--- config.mk ---
export PLATFORM = sky130hd
export DESIGN_NAME = aes_job_sequencer
export DESIGN_NICKNAME = d
export VERILOG_FILES = /design/src/rtl/aes_job_sequencer.sv
export SDC_FILE = /design/constraint.sdc
export NUM_CORES = 2
export LEC_CHECK = 0
export ABC_AREA = 0
export CAP_MARGIN = 20
export CORE_AREA = 5 5 305 307
export CTS_CLUSTER_DIAMETER = 80
export DETAILED_ROUTE_END_ITERATION = 8
export DIE_AREA = 0 0 310 312
export DONT_BUFFER_PORTS = 1
export PLACE_DENSITY = 0.43
export REMOVE_ABC_BUFFERS = 1
export SKIP_CTS_REPAIR_TIMING = 1
export SYNTH_ARGS = -nofsm -noshare
export SYNTH_HDL_FRONTEND = slang
export SYNTH_SLANG_ARGS = --single-unit
--- constraint.sdc ---
create_clock -name CLK -period 2.49 [get_ports CLK]
set_input_delay 0.498 -clock CLK [delete_from_list [all_inputs] [get_ports CLK]]
set_output_delay 0.498 -clock CLK [all_outputs]
set_load 0.02 [all_outputs]
--- src/rtl/aes_job_sequencer.sv ---
// Job sequencer for the Custom_AES core: runs chained (optionally duplicated)
// encryptions of one key/plaintext job, with a per-encryption watchdog.
//
// state   | meaning
// --------+-----------------------------------------------------------
// IDLE    | waiting for start; job inputs latched on accept
// ISSUE   | waiting for the core to be idle (aes_bsy=0)
// KD      | aes_kdrdy pulse to the core; watchdog cleared
// WAIT    | waiting for aes_dvld; watchdog running
// EVAL    | redundancy compare, chain-count bookkeeping
// DONE    | done pulse, then back to IDLE
module aes_job_sequencer #(
   parameter int ITER_W  = 8,
   parameter int TIMEOUT = 64
) (
   input  logic              CLK,
   input  logic              RSTn,
   input  logic              start,
   input  logic [127:0]      job_key,
   input  logic [127:0]      job_data,
   input  logic [ITER_W-1:0] job_iter,
   input  logic              job_redund,
   output logic              busy,
   output logic              done,
   output logic [127:0]      result,
   output logic              fault,
   output logic              timeout,
   output logic              aes_en,
   output logic [127:0]      aes_kin,
   output logic [127:0]      aes_din,
   output logic              aes_kdrdy,
   input  logic [127:0]      aes_dout,
   input  logic              aes_dvld,
   input  logic              aes_bsy
);

   localparam int WD_W = (TIMEOUT > 1) ? $clog2(TIMEOUT) : 1;
   localparam logic [WD_W-1:0] WD_MAX = WD_W'(TIMEOUT - 1);

   typedef enum logic [2:0] {
      S_IDLE, S_ISSUE, S_KD, S_WAIT, S_EVAL, S_DONE
   } state_t;

   state_t            state_q;
   logic              busy_q, done_q, fault_q, timeout_q, en_q, kdrdy_q;
   logic [127:0]      result_q, kin_q, din_q, cap_q, ref_q;
   logic [ITER_W-1:0] rem_q;
   logic              redund_q;
   logic              pass_q;      // 0 = first pass, 1 = redundant second pass
   logic [WD_W-1:0]   wdog_q;

   always_ff @(posedge CLK) begin
      if (!RSTn) begin
         state_q   <= S_IDLE;
         busy_q    <= 1'b0;
         done_q    <= 1'b0;
         fault_q   <= 1'b0;
         timeout_q <= 1'b0;
         en_q      <= 1'b0;
         kdrdy_q   <= 1'b0;
         result_q  <= '0;
         kin_q     <= '0;
         din_q     <= '0;
         cap_q     <= '0;
         ref_q     <= '0;
         rem_q     <= '0;
         redund_q  <= 1'b0;
         pass_q    <= 1'b0;
         wdog_q    <= '0;
      end else begin
         en_q    <= 1'b1;
         kdrdy_q <= 1'b0;
         done_q  <= 1'b0;
         case (state_q)
            S_IDLE: begin
               if (start) begin
                  kin_q     <= job_key;
                  din_q     <= job_data;
                  rem_q     <= (job_iter == '0) ? ITER_W'(1) : job_iter;
                  redund_q  <= job_redund;
                  pass_q    <= 1'b0;
                  fault_q   <= 1'b0;
                  timeout_q <= 1'b0;
                  busy_q    <= 1'b1;
                  state_q   <= S_ISSUE;
               end
            end
            S_ISSUE: begin
               if (!aes_bsy) begin
                  kdrdy_q <= 1'b1;
                  state_q <= S_KD;
               end
            end
            S_KD: begin
               wdog_q  <= '0;
               state_q <= S_WAIT;
            end
            S_WAIT: begin
               // a result arriving in the expiry cycle still counts
               if (aes_dvld) begin
                  cap_q   <= aes_dout;
                  state_q <= S_EVAL;
               end else if (wdog_q == WD_MAX) begin
                  timeout_q <= 1'b1;
                  result_q  <= '0;
                  done_q    <= 1'b1;
                  state_q   <= S_DONE;
               end else begin
                  wdog_q <= wdog_q + 1'b1;
               end
            end
            S_EVAL: begin
               if (redund_q && !pass_q) begin
                  ref_q   <= cap_q;
                  pass_q  <= 1'b1;
                  state_q <= S_ISSUE;
               end else if (redund_q && (cap_q != ref_q)) begin
                  fault_q  <= 1'b1;
                  result_q <= cap_q;
                  done_q   <= 1'b1;
                  state_q  <= S_DONE;
               end else begin
                  rem_q <= rem_q - 1'b1;
                  if (rem_q == ITER_W'(1)) begin
                     result_q <= cap_q;
                     done_q   <= 1'b1;
                     state_q  <= S_DONE;
                  end else begin
                     din_q   <= cap_q;
                     pass_q  <= 1'b0;
                     state_q <= S_ISSUE;
                  end
               end
            end
            S_DONE: begin
               busy_q  <= 1'b0;
               state_q <= S_IDLE;
            end
            default: state_q <= S_IDLE;
         endcase
      end
   end

   assign busy      = busy_q;
   assign done      = done_q;
   assign result    = result_q;
   assign fault     = fault_q;
   assign timeout   = timeout_q;
   assign aes_en    = en_q;
   assign aes_kin   = kin_q;
   assign aes_din   = din_q;
   assign aes_kdrdy = kdrdy_q;

endmodule

# Word-level counts from Yosys, hierarchy flattened
# Index checks and enable logic that the tools add are counted.
[op_classes]
addsub = 2
multipliers = 0
n_div = 0
magnitude_cmp = 0
n_eq_ne = 21
shifts = 0
muxes = 48
n_bitwise = 0
n_reduce_logical = 23
[op_table]
columns = ["operator", "n"]
rows = [
  ["$mux W128", 9],
  ["$pmux W128 S2", 2],
  ["$ne A128 B128 Y1", 1],
  ["$mux W8", 4],
  ["$mux W3", 7],
  ["$ne A2 B2 Y1 const B", 9],
  ["$mux W1", 16],
  ["$pmux W8 S2", 1],
  ["$reduce_and A4 Y1", 4],
  ["$pmux W3 S5", 1],
  ["$mux W6", 2],
  ["$ne A3 B3 Y1 const B", 4],
  ["$pmux W6 S2", 1],
  ["$pmux W1 S2", 5],
  ["$reduce_and A2 Y1", 5],
  ["$reduce_and A5 Y1", 2],
  ["$reduce_bool A2 Y1", 5],
  ["$eq A8 B1 Y1 const B", 1],
  ["$logic_not A8 Y1", 1],
  ["$sub A8 B1 Y8 const B", 1],
  ["$add A6 B1 Y6 const B", 1],
  ["$eq A3 B2 Y1 const B", 2],
  ["$eq A3 B3 Y1 const B", 2],
  ["$eq A6 B6 Y1 const B", 1],
  ["other kinds (5)", 7],
]
[word_totals]
regBits = 665
latchBits = 0
mem_bits_rw = 0
rom_bits = 0
in_bits = 398
out_inout_bits = 390
n_memories = 0

# Logic depth before layout (Yosys ltp)
[logic_depth]
depth_word = 5
depth_mapped = 11
mapped_depth_nobuf = 8

# Worst setup path before layout
# Ideal clock, no wire load.
[synth_path]
kind = "reg-to-reg"
from = "register state_q[2]"
to = "register result_q[0] (netlist: result[0])"
setup_ns = 0.117
t_arrival_ns = 1.987
required_time_ns = 2.373
setup_slack_ns = 0.386
stages_incl_launch_ff = 10
n_path_buf = 3
synth_period_minus_slack_ns = 2.104
cell_sequence = "dfxtp_1 -> buf_2 -> nand2b_1 -> or2_1 -> or3_1 -> a21oi_2 -> o31ai_2 -> buf_2 -> buf_2 -> a32o_1"
[synth_between]
elab_chain_cells = 3
elab_cells_between_ends = 9
[synth_lines]
columns = ["item", "line_no", "rtl"]
rows = [
  ["start: declaration", "44", "state_t state_q;"],
  ["start signal: assignment", "54", "state_q <= S_IDLE;"],
  ["start signal: assignment", "85", "state_q <= S_ISSUE;"],
  ["start signal: assignment", "91", "state_q <= S_KD;"],
  ["$eq A3 B3 Y1 or $eq A3 B2 Y1 (tied branches)", "74", "case (state_q)"],
  ["$ne A3 B3 Y1 (no line), or another cell as far along", "n/a", ""],
  ["$reduce_and A5 Y1 (no line)", "n/a", ""],
  ["end signal: assignment", "119", "result_q <= cap_q;"],
  ["end signal: assignment", "125", "result_q <= cap_q;"],
  ["end: declaration", "46", "logic [127:0] result_q, kin_q, din_q, cap_q, ref_q;"],
]
# Several ways; a longest one is shown, not always the timed one.
# A chain may end at the register's enable or synchronous reset.

# Worst setup path in the final report
[layout_path]
from = "register ref_q[65]"
to = "register din_q[39] (netlist: aes_din[39])"
[layout_between]
elab_chain_cells = 4
[layout_lines]
columns = ["item", "line_no", "rtl"]
rows = [
  ["start: declaration", "46", ""],
  ["start signal: assignment", "114", "ref_q <= cap_q;"],
  ["$ne A128 B128 Y1", "117", "end else if (redund_q && (cap_q != ref_q)) begin"],
  ["$logic_and A1 B1 Y1", "117", ""],
  ["$ne A2 B2 Y1 (no line)", "n/a", ""],
  ["$reduce_and A5 Y1 (no line)", "n/a", ""],
  ["end signal: assignment", "78", "din_q <= job_data;"],
  ["end signal: assignment", "129", "din_q <= cap_q;"],
  ["end: declaration", "46", ""],
]
# No other way between the ends.

==> reports/qor.tcl <==
set qor(min_path_type) {primary input to flop}
set qor(placement.io_buffers) 0
set qor(path_common_cell) {nand4_1}
set qor(row_count) 110
set qor(dpl-instance-area_mm2) 0.0277
set qor(violations) {setup timing}
set qor(yosys_warnings) 0
set qor(ctsRootBufferMaster) {clkbuf_16}
set qor(timing.critical_path.cells) {xnor2_1 > nand4_1 > nor4_4 > buf_4 > nand4_1 > o21a_2 > o31ai_4 > buf_6 > buf_12 > clkbuf_16 > o221a_2}
set qor(clk_path_buf_depth) 3
set qor(dp.final_hpwl_um) 69700
set qor(routed_wl_um) 103000
set qor(tightest_slew_ns) 0.750
set qor(finalWeightedCongestion) 0.834
set qor(synthesis.area_per_instance_um2) 8.68
set qor(worstSkewPairLatency_ns) 0.64
set qor(grt_antenna_before_repair) 8
set qor(finalClockSkew_ns) 0.0248
set qor(crit_path_top_delay_cell) {nor4_4}
set qor(grt_max_degree) 149
set qor(setup_viol_count_final) 262
set qor(max-vdd-ir-drop_mv) 0.458
set qor(power.density_cell_area_mw_per_mm2) 785
set qor(post_synth_inst_count) 2886
set qor(final-max-slew-violation-count) 0
set qor(vias) 22500
set qor(number_of_violations_reported_at_the_end_of_detailed_routing_iteration_0) 1468
set qor(drc) 0
set qor(count_of_final_hold_check_violations) 0
set qor(async_flop_share_pct) 0
set qor(final_layout_size_suffix_gt1_share_pct) 15.9
set qor(cts_sinks) 665
set qor(drt_pre_antenna_iters) 5
set qor(grt_pass1_wl_um) 141000
set qor(power_leakage_nw) 12.0
set qor(yosysSeqAreaShare_pct) 53.1
set qor(grt_pass1_vias) 21300
set qor(placedCellCount) 4052
set qor(netlist_top_cells_area) {dfxtp_1 53%, nand2_1 12%, a21oi_1 8.1%}
set qor(synthesis.area_mm2) 0.0251
set qor(initial_util_pct) 27.9
set qor(maximum_capacitance_violations) 0
set qor(final_area_mm2) 0.0336
set qor(category_of_cells_accounting_for_the_largest_share_of_critical_path_delay) {simple AND/OR/NAND/NOR gates}
set qor(critical_path.startpoint_type) {flop}
set qor(final.hold.worst_slack_ns) 0.0112
set qor(timing.critical_path.to_type) {flop}
set qor(post-synth-top-area-cell) {dfxtp_1}
set qor(via_per_inst) 5.07
set qor(status) {complete, but fails checks}
set qor(filler_cell_count) 9102
set qor(worst-r2r-setup-slack_ns) -0.36
set qor(ys_ff_latch) 665
set qor(floorplan.core_area_mm2) 0.0897
set qor(final_period_minus_worst_setup_slack_ns) 2.85
set qor(clk_pin_slew_ns) 0.06
set qor(worst_path_largest_cell_delay_ns) 0.34
set qor(die_width_um) 310
set qor(crit_arrival_ns) 3.43
set qor(area_growth_syn_to_layout_pct) 34.0
set qor(edff_count_synth) 0
set qor(htree_levels) 3
set qor(setup_slack_ns) -0.360
set qor(cp_max_fo) 8
set qor(average_detailed_routed_wire_length_per_instance_um) 23.3
set qor(sum_of_overflow_across_all_layers_after_global_routing) 0
set qor(tritoncts.num_buffers) 78
set qor(worst_slew_margin_rel_pct) 50.0
set qor(synth_flop_cell) {dfxtp_1}
set qor(number_of_unique_standard_cell_types_used_by_synthesis) 48
set qor(required_ns) 3.07
set qor(fin_cells) 4435
set qor(grt_setup_unrepaired) {true}
set qor(global_route.usage.total_pct) 19.1
set qor(design.die.area_mm2) 0.0967
set qor(finish.utilization_pct) 37.4
set qor(fin_nets) 3599
set qor(dieHeight_um) 312
set qor(synth.top_cell.area_share_pct) 53.1
set qor(worstPathBufferInverterCount) 4
set qor(i_o_pins) 788
set qor(fmaxAchievable_mhz) 351
set qor(path_class) {flop to flop}
set qor(cts_tree) {yes}
set qor(antenna_violating_nets_post_route) 0
set qor(fin_crit_sh_pct) 114
[registers in the layout (all words and copies together) (netlist names), 3 cells and up]
signal	count
rem_q	8
result	128
state_q	3
wdog_q	6
ref_q	128
aes_din	128
aes_kin	128
cap_q	128
[logic make-up after synthesis]
kind of cell / after synthesis / share of synthesized area (%)
adders and majority gates: 3 / 0.150
AOI/OAI and AO/OA: 695 / 20.0
xor gates and xnor gates: 132 / 4.62
DFF: 665 / 53.1
muxes: 1 / 0.0400
buffers and inverters: 244 / 3.99
and+or+nand+nor: 1146 / 18.1
[stage by stage]
stage / total power [W] / setup WS [ns] / setup TNS [ns]
6_report: 0.0263 / -0.360 / -65.22
3_3_place_gp: 0.0143 / -0.653 / -157.60
2_1_floorplan: 0.0136 / -14.03 / -5490.88
5_1_grt: 0.0274 / -0.524 / -107.91
3_5_place_dp: 0.0143 / -0.662 / -160.00
4_1_cts: 0.0260 / -0.704 / -168.35
[worst reg2reg max path, stage by stage (launching register included)]
cell       delay, ns
dfxtp_1         0.32
xnor2_1         0.17
nand4_1         0.33
nor4_4          0.34
buf_4           0.16
nand4_1         0.12
o21a_2          0.29
o31ai_4         0.31
buf_6           0.18
buf_12          0.19
clkbuf_16       0.21
o221a_2         0.19
[final cells by class]
type	instances	area (um2)	area share, %
Antenna cell	6	15.0	0.0447
Clock buffer	117	2330	6.95
Clock inverter	18	243	0.723
Inverter	6	30.0	0.0895
Multi-Input combinational cell	1977	11300	33.5
Sequential cell	665	13300	39.7
Tap cell	1176	1470	4.38
Timing Repair Buffer	470	4900	14.6
[cells in the final DEF, fill, tap and decap left out, types with 5 or more instances in the layout]
master,netlist,final
a21oi_1,405,405
a32o_1,128,127
buf_12,0,32
buf_4,3,189
buf_6,0,8
buf_8,0,9
bufinv_16,0,5
clkbuf_1,173,19
clkbuf_16,0,96
clkbuf_8,0,17
clkinv_2,0,5
dfxtp_1,665,662
diode_2,0,6
dlygate4sd3_1,0,213
inv_1,5,5
inv_6,0,6
nand2_1,788,787
nand3_1,8,8
nand4_1,37,37
nor2_1,271,270
nor3_1,7,7
nor4_4,0,5
o21ai_0,10,10
o221a_1,24,24
o221a_2,106,76
o221a_4,0,30
xnor2_1,128,123
xnor2_2,0,5
[power by group]
group / internal [W] / switching, W
Clock: 0.00698 / 0.00459
Sequential: 0.0111 / 0.00101
Combinational: 0.00125 / 0.00138
[metal layers]
layer | global-route usage [%] | share of wire [%] | vias up
li1 | - | - | 10600
met1 | 21.1 | 38 | 11000
met2 | 34.0 | 50 | 762
met3 | 6.65 | 7.9 | 174
met4 | 6.25 | 3.1 | 2
met5 | 0 | 0.013 | -
[Yosys cell counts (2+ instances only)]
| library cell | count |
|---|---|
| inv_1 | 5 |
| and3_1 | 4 |
| nor2_1 | 271 |
| o22ai_1 | 4 |
| and2b_1 | 2 |
| buf_1 | 4 |
| nand2b_1 | 4 |
| a32o_1 | 128 |
| nand3_1 | 8 |
| xor2_1 | 4 |
| and2_1 | 4 |
| nand2_1 | 788 |
| ha_1 | 3 |
| o21ai_0 | 10 |
| or3_1 | 3 |
| buf_2 | 58 |
| o211ai_1 | 2 |
| o32ai_1 | 2 |
| buf_4 | 3 |
| clkbuf_1 | 173 |
| dfxtp_1 | 665 |
| nor4_1 | 9 |
| a211oi_1 | 5 |
| xnor2_1 | 128 |
| a21oi_1 | 405 |
| nand4_1 | 37 |
| o221a_2 | 106 |
| nor3_1 | 7 |
| nand3b_1 | 2 |
| o221a_1 | 24 |
[path summary, 6_finish.rpt]
| check | startpoint | endpoint | depth (start not counted) |
|---|---|---|---|
| max reg2reg | ref_q[65] | aes_din[39] | 11 |
| min reg2reg | ref_q[36] | ref_q[36] | 2 |
| min | aes_dout[13] | cap_q[13] | 2 |
| max | ref_q[65] | aes_din[39] | 11 |
Note: power is estimated with default switching activity, not from simulation.
